===== src/rtl/sin_pkg.sv =====
// Shared widths and FSM state encoding for the sine table loader and its helpers.
package sin_pkg;

  localparam int SIN_ADDR_W = 7;
  localparam int SIN_DATA_W = 8;
  localparam int SIN_DEPTH  = 128;

  typedef enum logic [2:0] {
    IDLE,
    LOAD,
    VERIFY,
    CHECK,
    DONE
  } sin_state_t;

endpackage


===== src/rtl/sum8_acc.sv =====
// Clearable wrap-around accumulator; carries out of the top bit are dropped.
module sum8_acc
  import sin_pkg::*;
#(
  parameter int W = SIN_DATA_W
) (
  input  logic         clk,
  input  logic         reset,
  input  logic         clear,
  input  logic         en,
  input  logic [W-1:0] din,
  output logic [W-1:0] sum
);

  // clear wins over en so a new run never inherits a stale partial sum
  always_ff @(posedge clk or negedge reset) begin
    if (!reset) begin
      sum <= '0;
    end else if (clear) begin
      sum <= '0;
    end else if (en) begin
      sum <= sum + din;
    end
  end

endmodule


===== src/rtl/sin_table_loader.sv =====
// Streams DEPTH sample bytes into the sine RAM, reads the table back and
// compares the readback sum against the sum of the bytes that were written.
module sin_table_loader
  import sin_pkg::*;
#(
  parameter int ADDR_W = SIN_ADDR_W,
  parameter int DATA_W = SIN_DATA_W,
  parameter int DEPTH  = SIN_DEPTH
) (
  input  logic              clk,
  input  logic              reset,
  input  logic              start,
  input  logic [DATA_W-1:0] in_data,
  input  logic              in_valid,
  output logic              in_ready,
  output logic              ram_we,
  output logic [ADDR_W-1:0] ram_addr,
  output logic [DATA_W-1:0] ram_din,
  input  logic [DATA_W-1:0] ram_dout,
  output logic              busy,
  output logic              done,
  output logic              error,
  output logic [DATA_W-1:0] checksum
);

  // One extra counter bit lets DEPTH == 2**ADDR_W finish without wrapping.
  localparam int            CW   = ADDR_W + 1;
  localparam logic [CW-1:0] LAST = CW'(DEPTH - 1);

  sin_state_t        state;
  logic [CW-1:0]     wr_cnt;
  logic [CW-1:0]     rd_cnt;
  logic              rd_pend;
  logic              beat;
  logic              accept;
  logic [DATA_W-1:0] load_sum;
  logic [DATA_W-1:0] rd_sum;
  logic [DATA_W-1:0] final_sum;

  assign beat      = in_valid & in_ready;
  assign accept    = (state == IDLE) & start;
  assign ram_we    = beat;
  assign ram_din   = (state == LOAD) ? in_data : '0;
  assign final_sum = rd_sum + ram_dout;

  always_comb begin
    ram_addr = '0;
    case (state)
      LOAD:    ram_addr = wr_cnt[ADDR_W-1:0];
      VERIFY:  ram_addr = rd_cnt[ADDR_W-1:0];
      CHECK:   ram_addr = LAST[ADDR_W-1:0];
      default: ram_addr = '0;
    endcase
  end

  sum8_acc #(.W(DATA_W)) u_load_sum (
    .clk   (clk),
    .reset (reset),
    .clear (accept),
    .en    (beat),
    .din   (in_data),
    .sum   (load_sum)
  );

  // The RAM answers one cycle late, so each read is summed on the following cycle.
  sum8_acc #(.W(DATA_W)) u_rd_sum (
    .clk   (clk),
    .reset (reset),
    .clear (accept),
    .en    ((state == VERIFY) & rd_pend),
    .din   (ram_dout),
    .sum   (rd_sum)
  );

  always_ff @(posedge clk or negedge reset) begin
    if (!reset) begin
      state    <= IDLE;
      wr_cnt   <= '0;
      rd_cnt   <= '0;
      rd_pend  <= 1'b0;
      in_ready <= 1'b0;
      busy     <= 1'b0;
      done     <= 1'b0;
      error    <= 1'b0;
      checksum <= '0;
    end else begin
      rd_pend <= (state == VERIFY);
      done    <= 1'b0;
      case (state)
        IDLE: begin
          if (start) begin
            state    <= LOAD;
            wr_cnt   <= '0;
            error    <= 1'b0;
            in_ready <= 1'b1;
            busy     <= 1'b1;
          end
        end
        LOAD: begin
          if (beat) begin
            wr_cnt <= wr_cnt + CW'(1);
            if (wr_cnt == LAST) begin
              state    <= VERIFY;
              rd_cnt   <= '0;
              in_ready <= 1'b0;
            end
          end
        end
        VERIFY: begin
          rd_cnt <= rd_cnt + CW'(1);
          if (rd_cnt == LAST) begin
            state <= CHECK;
          end
        end
        // The last read lands here, so it is folded in directly rather than accumulated.
        CHECK: begin
          error    <= (final_sum != load_sum);
          checksum <= load_sum;
          busy     <= 1'b0;
          done     <= 1'b1;
          state    <= DONE;
        end
        DONE: begin
          state <= IDLE;
        end
        default: begin
          state <= IDLE;
        end
      endcase
    end
  end

endmodule

===== config.mk =====
export PLATFORM = sky130hd
export DESIGN_NAME = sin_table_loader
export DESIGN_NICKNAME = d
export VERILOG_FILES = /design/src/rtl/sin_pkg.sv /design/src/rtl/sum8_acc.sv /design/src/rtl/sin_table_loader.sv
export SDC_FILE = /design/constraint.sdc
export NUM_CORES = 1
export LEC_CHECK = 0
export ABC_AREA = 1
export CORE_ASPECT_RATIO = 1.4
export CORE_MARGIN = 2
export CORE_UTILIZATION = 50
export CTS_BUF_LIST = sky130_fd_sc_hd__clkbuf_2
export CTS_CLUSTER_SIZE = 10
export DETAILED_ROUTE_END_ITERATION = 16
export PLACE_DENSITY = 0.75
export SETUP_SLACK_MARGIN = 0.4
export SYNTH_ARGS = -nofsm -noshare
export SYNTH_HDL_FRONTEND = slang
export SYNTH_SLANG_ARGS = --single-unit

===== constraint.sdc =====
create_clock -name clk -period 2.5 [get_ports clk]
set_input_delay 0.625 -clock clk [delete_from_list [all_inputs] [get_ports clk]]
set_output_delay 0.625 -clock clk [all_outputs]
set_load 0.005 [all_outputs]

After elaboration in Yosys (flattened, before gate mapping)
Index checks and enable logic that the tools add are counted.
{"block": "classes", "n_eq_ne": 10, "reduce_logical": 11, "bitwise": 3, "n_addsub": 4, "muxes": 25}
{"cell": "$mux W8", "count": 9}
{"cell": "$pmux W8 S2", "count": 2}
{"cell": "$pmux W7 S3", "count": 1}
{"cell": "$add A8 B1 Y8 const B", "count": 2}
{"cell": "$add A8 B8 Y8", "count": 2}
{"cell": "$eq A8 B7 Y1 const B", "count": 2}
{"cell": "$mux W3", "count": 4}
{"cell": "$pmux W3 S4", "count": 1}
{"cell": "$reduce_bool A2 Y1", "count": 5}
{"cell": "$ne A8 B8 Y1", "count": 1}
{"cell": "$reduce_and A4 Y1", "count": 2}
{"cell": "$eq A3 B2 Y1 const B", "count": 2}
{"cell": "$pmux W1 S2", "count": 3}
{"cell": "$reduce_and A3 Y1", "count": 2}
{"cell": "$mux W1", "count": 5}
{"cell": "$ne A2 B1 Y1 const B", "count": 2}
{"cell": "$ne A2 B2 Y1 const B", "count": 2}
{"cell": "$and A1 B1 Y1", "count": 3}
{"cell": "$eq A3 B1 Y1 const B", "count": 1}
{"cell": "$logic_not A3 Y1", "count": 1}
{"cell": "$reduce_and A2 Y1", "count": 1}
{"block": "totals", "inputBits": 20, "word_cells": 64, "output_inout_bits": 28, "register_bits": 48}

Logic depth before layout (Yosys ltp)
Gate-level depths: netlist (run 1).
{"block": "logic_depth", "word_depth": 4, "ltp_mapped": 13, "mapped_depth_nobuf": 13}

Cells and area by module
From an unflattened synthesis (run 1), not the netlist that was laid out.
{"block": "hier_totals", "hier_cells": 455, "area_unflattened_um2": 3375.7}
{"module": "sin_table_loader", "seq_area_each_um2": 800.8, "cells_each": 293, "instances": 1, "area_each_um2": 2113.3}
{"module": "sum8_acc (u_rd_sum)", "seq_area_each_um2": 200.2, "cells_each": 82, "instances": 1, "area_each_um2": 640.6}
{"module": "sum8_acc (u_load_sum)", "seq_area_each_um2": 200.2, "cells_each": 80, "instances": 1, "area_each_um2": 621.8}

Worst setup path after synthesis (run 1)
Ideal clock, no wire load.
{"block": "synth_path", "path_type": "input port to flip-flop", "startpoint": "in ram_dout[0]", "endpoint": "reg error", "cell_stages": 12, "path_buffers": 0, "required_ps": 2381, "setup_ps": 119, "path_slack_ps": 423, "arrival_time_ps": 1958, "path_cell_list": "ha_1 fa_1 nand2_1 nand3_1 nand3_1 nand2_1 nand2_1 nand3_1 nand2_1 nand3_1 nor2_1 nor2_1"}
{"block": "synth_between", "elab_chain_len": 3}
{"element": "start: declaration", "line_no": "sin_table_loader.sv:19", "rtl": "input logic [DATA_W-1:0] ram_dout,"}
{"element": "$add A8 B8 Y8", "line_no": "sin_table_loader.sv:44", "rtl": "assign final_sum = rd_sum + ram_dout;"}
{"element": "$ne A8 B8 Y1", "line_no": "sin_table_loader.sv:117", "rtl": "error <= (final_sum != load_sum);"}
{"element": "$pmux W1 S2", "line_no": "sin_table_loader.sv:89", "rtl": "case (state)"}
{"element": "end signal: assignment", "line_no": "sin_table_loader.sv:117"}
{"element": "end: declaration", "line_no": "sin_table_loader.sv:22", "rtl": "output logic error,"}
No other way between the ends.
A chain may end at the register's enable or synchronous reset.

Worst setup path in the final report (run 1)
{"block": "layout_path", "startpoint": "reg state[0]", "endpoint": "out ram_addr[1]"}
{"block": "layout_between", "elab_chain_len": 2, "elab_cells_between_ends": 4, "classes_between": "3 x eq/ne; 1 x mux"}
{"element": "start: declaration", "line_no": "sin_table_loader.sv:30", "rtl": "sin_state_t state;"}
{"element": "start signal: assignment", "line_no": "sin_table_loader.sv:77", "rtl": "state <= IDLE;"}
{"element": "start signal: assignment", "line_no": "sin_table_loader.sv:92", "rtl": "state <= LOAD;"}
{"element": "start signal: assignment", "line_no": "sin_table_loader.sv:103", "rtl": "state <= VERIFY;"}
{"element": "$eq A3 B2 Y1 or $eq A3 B1 Y1 (tied branches)", "line_no": "sin_table_loader.sv:48", "rtl": "case (state)"}
{"element": "$pmux W7 S3 (*)", "line_no": "sin_table_loader.sv:48"}
{"element": "end: declaration", "line_no": "sin_table_loader.sv:17", "rtl": "output logic [ADDR_W-1:0] ram_addr,"}
Mark *: on every way between the ends. The rest lies on a longest branch, timed or not.

==> metrics.md, run 1 <==
| Metric | Value |
|---|---|
| Synthesis-stage register bit count | 48 |
| Setup Total Neg Slack | 0 ns |
| Routability cong. | 0.792 |
| FF-to-FF Start | u_rd_sum.sum[0] |
| Number of antenna diodes | 0 |
| Share of the synthesized area in the top cell type | between 40% and 50% |
| Final non-filler cell area | 3960 µm² |
| Slew headroom | between 70 and 80% |
| Launch point of the critical path | state[0] |
| Crit. End Element | primary output |
| Pin count of the biggest net entering global routing | approximately 50 |
| Final number of hold-violating endpoints | 0 |
| Max Clock Skew | 0.0273 ns |
| Vias in the first global route | approximately 2900 |
| Portion of the post-synthesis area used by sequential elements | roughly two fifths |
| Cell chosen for the clock root | sky130_fd_sc_hd__clkbuf_2 |
| Flip-flop cell with the highest count after synthesis | sky130_fd_sc_hd__dfrtp_1 |
| Leakage | 2.06 nW |
| Detailed-route wire length | slightly below 8000 µm |
| Startpoint-to-endpoint class of the critical path | reg2out |
| Clock-pin slew on the worst setup and hold paths | approximately 0.26 ns |
| Endpoints failing setup | 0 |
| Flip-flop and latch area | 1200 µm² |
| Layout cell share with drive strength beyond 1 | 22.7% |
| Routed wire per std cell | around 14 µm |
| Area growth, synth to finish | 32.6% |
| RSZ-0062 raised after global routing | true |
| Result of the run | finished clean |
| Syn. warnings | 0 |
| Max Fclk | between 400 and 500 MHz |
| Worst Tran Pin Value | around 0.45 ns |
| Routed Antenna Nets | 0 |
| Cell count after synthesis | 384 |
| Power per cell area | ~600 nW/µm² |
| Netlist cell types | 34 |
| Post-placement worst setup slack | -0.187 ns |
| Number of optimization iterations in the first detailed-route pass | 4 |
| CP required | between 1.5 and 2 ns |
| Cell Area, Placed | around 3600 µm² |
| Count of input and output buffers | 47 |
| Maximum count of clock buffers along a single path | 2 |
| Die Width | ~69 µm |
| Crit path launch type | register |
| Tot GR Track Use | 24.7% |
| Mean area per synthesized cell | between 7 and 8 µm² |
| Portion of the clock cycle consumed by the worst path in the final layout | 94.8% |
| Total number of placement rows | 33 |
| Synth async-reset ratio | 100% |
| Antenna violations before repair | 0 |
| Net count of the mapped netlist | 422 |
| Sum of overflow across all layers after global routing | 0 |
| Post-layout total power | 0.00238 W |
| Post-synthesis instance area | between 2000 and 3000 µm² |
| Number of max-capacitance violations reported | 0 |
| Clock latency at the later pin of the worst-skew pair | 0.45 ns |
| Max VDD drop | around 0.45 mV |
| Post-detail-place hpwl | 5610 µm |
| Number of CTS-inserted buffers | 5 |
| Effective utilization at floorplan | 51.3% |
| Cell type with the highest aggregate area in the netlist | sky130_fd_sc_hd__dfrtp_1 |
| Arrival time reported for the critical path endpoint | approximately 1.8 ns |
| Total of fill cells in the finished design | approximately 490 |
| Number of enable flip-flop cells after synthesis | 0 |
| Vias per Instance | ~5.3 |
| Core Footprint | ~5800 µm² |
| Final cell count without fillers | 546 |
| TritonCTS clock tree | yes |
| Remaining design rule violation count | 0 |
| H-tree depth | 2 |
| Die extent in y | between 90 and 100 µm |
| Number of placed instances, taps included | 509 |
| R2r setup slk | 0.54 ns |
| Drt first-iter violations | roughly 180 |
| Crit path setup slack, layout | 0.130 ns |
| Final Max Slew Viols | 0 |
| Min Clock Period, post-route | approximately 2.4 ns |
| Die ar. | 6620 µm² |
| Net total in the final layout | a little over 500 |
| Number of vias after detailed routing | approximately 3000 |
| Cell types with the largest area share after synthesis | sky130_fd_sc_hd__dfrtp_1, sky130_fd_sc_hd__nand2_1, sky130_fd_sc_hd__nand3_1 |
| Worst-path maximum fanout | 5 |
| Global-route wire length before repair | 13000 µm |
| Hold crit path type | in2async |
| Clock sink count | 48 |
| Area taken by multi-input logic gates | 1670 µm² |
| # IOs | 48 |
==> synthesized netlist by cell type (2+ instances only) <==
| cell | count |
|---|---|
| sky130_fd_sc_hd__nor3_1 | 6 |
| sky130_fd_sc_hd__inv_1 | 48 |
| sky130_fd_sc_hd__o21ai_1 | 4 |
| sky130_fd_sc_hd__nor2_1 | 22 |
| sky130_fd_sc_hd__o21a_1 | 2 |
| sky130_fd_sc_hd__o21ai_0 | 28 |
| sky130_fd_sc_hd__xnor2_1 | 3 |
| sky130_fd_sc_hd__o31ai_1 | 2 |
| sky130_fd_sc_hd__clkbuf_1 | 3 |
| sky130_fd_sc_hd__nand2_1 | 92 |
| sky130_fd_sc_hd__fa_1 | 2 |
| sky130_fd_sc_hd__a21oi_1 | 20 |
| sky130_fd_sc_hd__xor2_1 | 8 |
| sky130_fd_sc_hd__nor2_4 | 3 |
| sky130_fd_sc_hd__ha_1 | 16 |
| sky130_fd_sc_hd__nand3_1 | 41 |
| sky130_fd_sc_hd__nand4_1 | 4 |
| sky130_fd_sc_hd__o22ai_1 | 5 |
| sky130_fd_sc_hd__nand2_2 | 3 |
| sky130_fd_sc_hd__buf_4 | 2 |
| sky130_fd_sc_hd__dfrtp_1 | 48 |
| sky130_fd_sc_hd__nor2_2 | 2 |
| sky130_fd_sc_hd__nor3_2 | 3 |
| sky130_fd_sc_hd__inv_2 | 5 |
| sky130_fd_sc_hd__nand3b_1 | 3 |
==> metal layers <==
layer | global-route usage [%] | part of all wire (%) | vias up | wire length (µm)
met3 | 3.38 | 2.9 | 15 | 226
li1 | - | - | 1446 | -
met4 | 9.48 | 2.7 | 0 | 214
met1 | 27.2 | 38 | 1390 | 2970
met5 | 0 | 0 | - | 0
met2 | 47.8 | 56 | 63 | 4420
==> power breakdown <==
group          internal, W  switching [W]  leakage, nW
Clock            0.0000645       0.000263       0.0226
Combinational     0.000472       0.000623         1.44
Sequential        0.000867      0.0000876        0.602
==> final cells by class <==
type	count	share of cell area, %
multi-input combinational	278	42.2
sequential	48	30.4
timing repair buffer	88	18.9
inverter	54	5.24
tap	70	2.21
clock buffer	5	0.632
clock inverter	3	0.474
==> path summary, 6_finish.rpt <==
| kind | endpoint | cells past startpoint |
|---|---|---|
| worst min register to register | checksum[3] | 2 |
| min in group clk | checksum[3] | 2 |
| max in group asynchronous | rd_cnt[3] | 2 |
| worst max-delay path | ram_addr[1] | 7 |
| worst max register to register | error | 10 |
| worst min-delay path | u_rd_sum.sum[7] | 2 |
==> sequential cells by signal, indices dropped and copies added, names as in the netlist, 3 cells and up <==
register and cells:
checksum 8, rd_cnt 8, u_load_sum.sum 8, u_rd_sum.sum 8, wr_cnt 8, state 3
==> worst max-delay path, cell delays in order (launching register included) <==
cell and delay, ns:
sky130_fd_sc_hd__dfrtp_2 0.50, sky130_fd_sc_hd__buf_4 0.15, sky130_fd_sc_hd__nor2_4 0.17, sky130_fd_sc_hd__buf_6 0.14, sky130_fd_sc_hd__buf_6 0.09, sky130_fd_sc_hd__a21oi_2 0.04, sky130_fd_sc_hd__o21ai_1 0.08, sky130_fd_sc_hd__buf_2 0.14
==> through the flow <==
step | utilization [%] | hold slack (ns)
after CTS | 66.5 | 0.0988
final | 68.1 | 0.0968
after global placement | 62.3 | 0.467
after global routing | 68.1 | 0.0666
after detailed placement | 62.3 | 0.476
after floorplan | - | 0.329
==> what timing repair did <==
| action | CTS | global route |
|---|---|---|
| gates cloned | 1 | 0 |
| hold buffers | 0 | 0 |
| pin swaps | 18 | 13 |
| setup buffers | 21 | 7 |
| resized for setup | 98 | 14 |
| setup endpoints to repair | 17 | 20 |
==> placed cells by master, fill, tap and decap left out, types with 11 or more instances in the layout <==
| master | n |
|---|---|
| sky130_fd_sc_hd__o21ai_0 | 22 |
| sky130_fd_sc_hd__a21oi_1 | 16 |
| sky130_fd_sc_hd__buf_6 | 11 |
| sky130_fd_sc_hd__nor2_1 | 15 |
| sky130_fd_sc_hd__nand2_1 | 92 |
| sky130_fd_sc_hd__nand3_1 | 39 |
| sky130_fd_sc_hd__buf_2 | 16 |
| sky130_fd_sc_hd__ha_1 | 14 |
| sky130_fd_sc_hd__buf_4 | 29 |
| sky130_fd_sc_hd__inv_1 | 47 |
| sky130_fd_sc_hd__dfrtp_1 | 46 |
| sky130_fd_sc_hd__clkdlybuf4s50_1 | 28 |
==> logic make-up after synthesis <==
family / after synthesis / share of synthesized area (%)
adder cells (fa/ha/maj): 18 / 8.04
AND/OR/NAND/NOR: 183 / 28.6
XOR/XNOR: 11 / 3.22
flip-flops: 48 / 40.2
buffers and inverters: 59 / 7.75
AO/OA/AOI/OAI: 65 / 12.1
Power figures use the tool's default switching activity.
==> inputs of run 2 (changes only) <==
- CTS_BUF_LIST: sky130_fd_sc_hd__clkbuf_2 -> default
==> run 2 against run 1 <==
- worst hold slack gained 0.19 ns
- combinational power is essentially flat
- via count grew 0.69%
- cell count shrank 0.73%
==> metrics.md, run 2 (synthesis gave the netlist of run 1 again) <==
| Metric | Value |
|---|---|
| Result of the run | finished clean |
| Clock latency at the later pin of the worst-skew pair | 0.31 ns (-0.14 ns) |
| Global-route wire length before repair | 12800 µm (-1.3%) |
| Number of antenna diodes | 0 (unchanged) |
| Remaining design rule violation count | 0 (unchanged) |
| Flip-flop and latch area | 1200 µm² (-0.10%) |
| Cell family with most CP delay | buffers and inverters |
| Total number of placement rows | 33 (unchanged) |
| Part of the total power dissipated in the clock network | 19.4% (+5.6 points) |
| Cell chosen for the clock root | sky130_fd_sc_hd__clkbuf_8 |
| Worst path buffer plus inverter count | 4 (unchanged) |
| Number of CTS-inserted buffers | 5 (unchanged) |
| Most frequent cells in the layout | sky130_fd_sc_hd__nand2_1, sky130_fd_sc_hd__dfrtp_1, sky130_fd_sc_hd__inv_1, sky130_fd_sc_hd__nand3_1, sky130_fd_sc_hd__buf_4 |
| Met2 routed WL | 4590 µm (+3.7%) |
| Routed Antenna Nets | 0 (unchanged) |
| Leading cell type in the layout, fill and taps excluded | sky130_fd_sc_hd__nand2_1 |
| Post-detail-place hpwl | 5610 µm (unchanged) |
| Routed wire per std cell | 14.9 µm (+3.8%) |
| Die Width | 69.3 µm (unchanged) |
| Arrival time reported for the critical path endpoint | 1.58 ns (-0.17 ns) |
| Switch share | 38.4% (-2.6 points) |
| Vias in the first global route | 2824 (-1.1%) |
| Sum of overflow across all layers after global routing | 0 (unchanged) |
| Switching power | 0.000988 W (+1.5%) |
| Slew headroom | 70.3% (+0.30 points) |
| Tot GR Track Use | 24.1% (-0.53 points) |
| Launch point of the critical path | state[2] |
| # IOs | 48 (unchanged) |
| Fin Hold WS | 0.287 ns (+0.190 ns) |
| Die extent in y | 95.5 µm (unchanged) |
| Final Max Slew Viols | 0 (unchanged) |
| Number of cells traversed by the worst register-to-register path | 11 (+1) |
| H-tree depth | 2 (unchanged) |
| Hold crit path type | in2async |
| Leakage | 2.09 nW (+1.4%) |
| Setup Total Neg Slack | 0 ns (unchanged) |
| Net total in the final layout | 509 (-0.78%) |
| Final number of hold-violating endpoints | 0 (unchanged) |
| CP required | 1.88 ns (about the same) |
| Vias per Instance | 5.41 (+1.4%) |
| Number of max-capacitance violations reported | 0 (unchanged) |
| Worst-path maximum fanout | 4 (-1) |
| Core Footprint | 5820 µm² (unchanged) |
| Slowest cell on crit path | sky130_fd_sc_hd__dfrtp_1 |
| Sequential share of power | 37.6% (-2.6 points) |
| Worst Tran Pin Value | 0.444 ns (-0.00469 ns) |
| Destination of the worst register-to-register timing path | u_rd_sum.sum[6] |
| Maximum count of clock buffers along a single path | 2 (unchanged) |
| Internal cell power | 0.00159 W (+13%) |
| Number of optimization iterations in the first detailed-route pass | 4 (unchanged) |
| Antenna violations before repair | 0 (unchanged) |
| Cell Area, Placed | 3620 µm² (unchanged) |
| TritonCTS clock tree | yes |
| Count of input and output buffers | 47 (unchanged) |
| Layout cell share with drive strength beyond 1 | 25.2% (+2.5 points) |
| Clock-pin slew on the worst setup and hold paths | 0.09 ns (-0.17 ns) |
| Routability cong. | 0.792 (unchanged) |
| Effective utilization at floorplan | 51.3% (unchanged) |
| Crit path launch type | register |
| Detail Route met3 WL | 313 µm (+38%) |
| Number of vias after detailed routing | 2934 (+0.69%) |
| FF-to-FF Start | state[2] |
| Drt first-iter violations | 167 (-6.2%) |
| Max Fclk | 454 MHz (+7.5%) |
| Startpoint-to-endpoint class of the critical path | reg2out |
| Stage delay of the slowest cell on the critical path | 0.43 ns (-0.07 ns) |
| Cell-by-cell listing of the critical path | inv_2 -> nand2_4 -> nor2_8 -> buf_12 -> buf_8 -> a21oi_2 -> o21ai_1 -> buf_2 |
| Pin count of the biggest net entering global routing | 49 (unchanged) |
| Detailed-routing wirelength on met1 | 3000 µm (+0.94%) |
| Fraction of power consumed by combinational cells | 43.0% (-3.0 points) |
| RSZ-0062 raised after global routing | true |
| Max VDD drop | 0.467 mV (+3.3%) |
| Top routing layer in use | met4 |
| Power per cell area | 630 nW/µm² (+5.0%) |
| Final non-filler cell area | 4090 µm² (+3.1%) |
| Max Clock Skew | 0.00858 ns (-0.0187 ns) |
| R2r setup slk | 0.48 ns (-0.06 ns) |
| Destination of the critical timing path | ram_addr[0] |
| Portion of the clock cycle consumed by the worst path in the final layout | 88.2% (-6.6 points) |
| Die ar. | 6620 µm² (unchanged) |
| Endpoints failing setup | 0 (unchanged) |
| Area taken by multi-input logic gates | 1740 µm² (+4.0%) |
| Total of fill cells in the finished design | 466 (-4.1%) |
| Min Clock Period, post-route | 2.20 ns (-0.165 ns) |
| Detailed-route wire length | 8080 µm (+3.1%) |
| Area growth, synth to finish | 36.8% |
| Crit. End Element | primary output |
| Levels on crit path | 8 (+1) |
| Clock sink count | 48 (unchanged) |
## run 2: cell types whose count changed in the layout (fill, tap and decap cells not counted), sizes merged
cell and change:
clkinv -1, clkdlybuf4s50 -7, nand2 -1, clkdlybuf4s15 +1, clkbuf +6, dlygate4sd2 +5, buf -7
## run 2: through the flow
step | utilization, % | setup slack (ns) | instances | power (W)
4_1_cts | 66.8 | 0.135 | 533 | 0.00243
3_5_place_dp | 62.3 | -0.187 | 509 | 0.00190
5_1_grt | 70.2 | 0.231 | 542 | 0.00276
3_3_place_gp | 62.3 | -0.117 | 509 | 0.00187
6_report | 70.2 | 0.295 | 542 | 0.00257
2_1_floorplan | - | 0.423 | 384 | 0.00155
## run 2: area by class of cell
class	count	area share (%)
Clock inverter	2	0.367
Multi-Input combinational cell	277	42.6
Timing Repair Buffer	85	18.4
Sequential cell	48	29.4
Clock buffer	6	2.02
Tap cell	70	2.14
Inverter	54	5.08
## run 2: metal layers
layer,vias to the layer above,track usage (%)
met5,-,0
met4,0,6.86
met3,16,3.17
met2,77,48.7
met1,1400,26.0
li1,1441,-
## run 2: worst min path at each step
stage                     slack, ns        start           to
after CTS                      0.30        reset         done
after floorplan                0.33        reset         busy
after global routing           0.30        reset    rd_cnt[7]
after detailed placement       0.48  checksum[3]  checksum[3]
after global placement         0.47         busy         busy
final                          0.29        reset     state[0]
## run 2: timing repair
item	CTS	global route
resized for setup	66	66
setup buffers	16	9
hold buffers	0	0
endpoints found under the setup margin	18	18
pin swaps	14	13
## run 2: power groups by stage
stage	Combinational, W	Sequential [W]	Clock (W)
after global placement	0.000903	0.000964	0
after global routing	0.00124	0.000980	0.000543
after CTS	0.000950	0.000970	0.000507
final	0.00111	0.000967	0.000501
after detailed placement	0.000932	0.000969	0
after floorplan	0.000603	0.000945	0
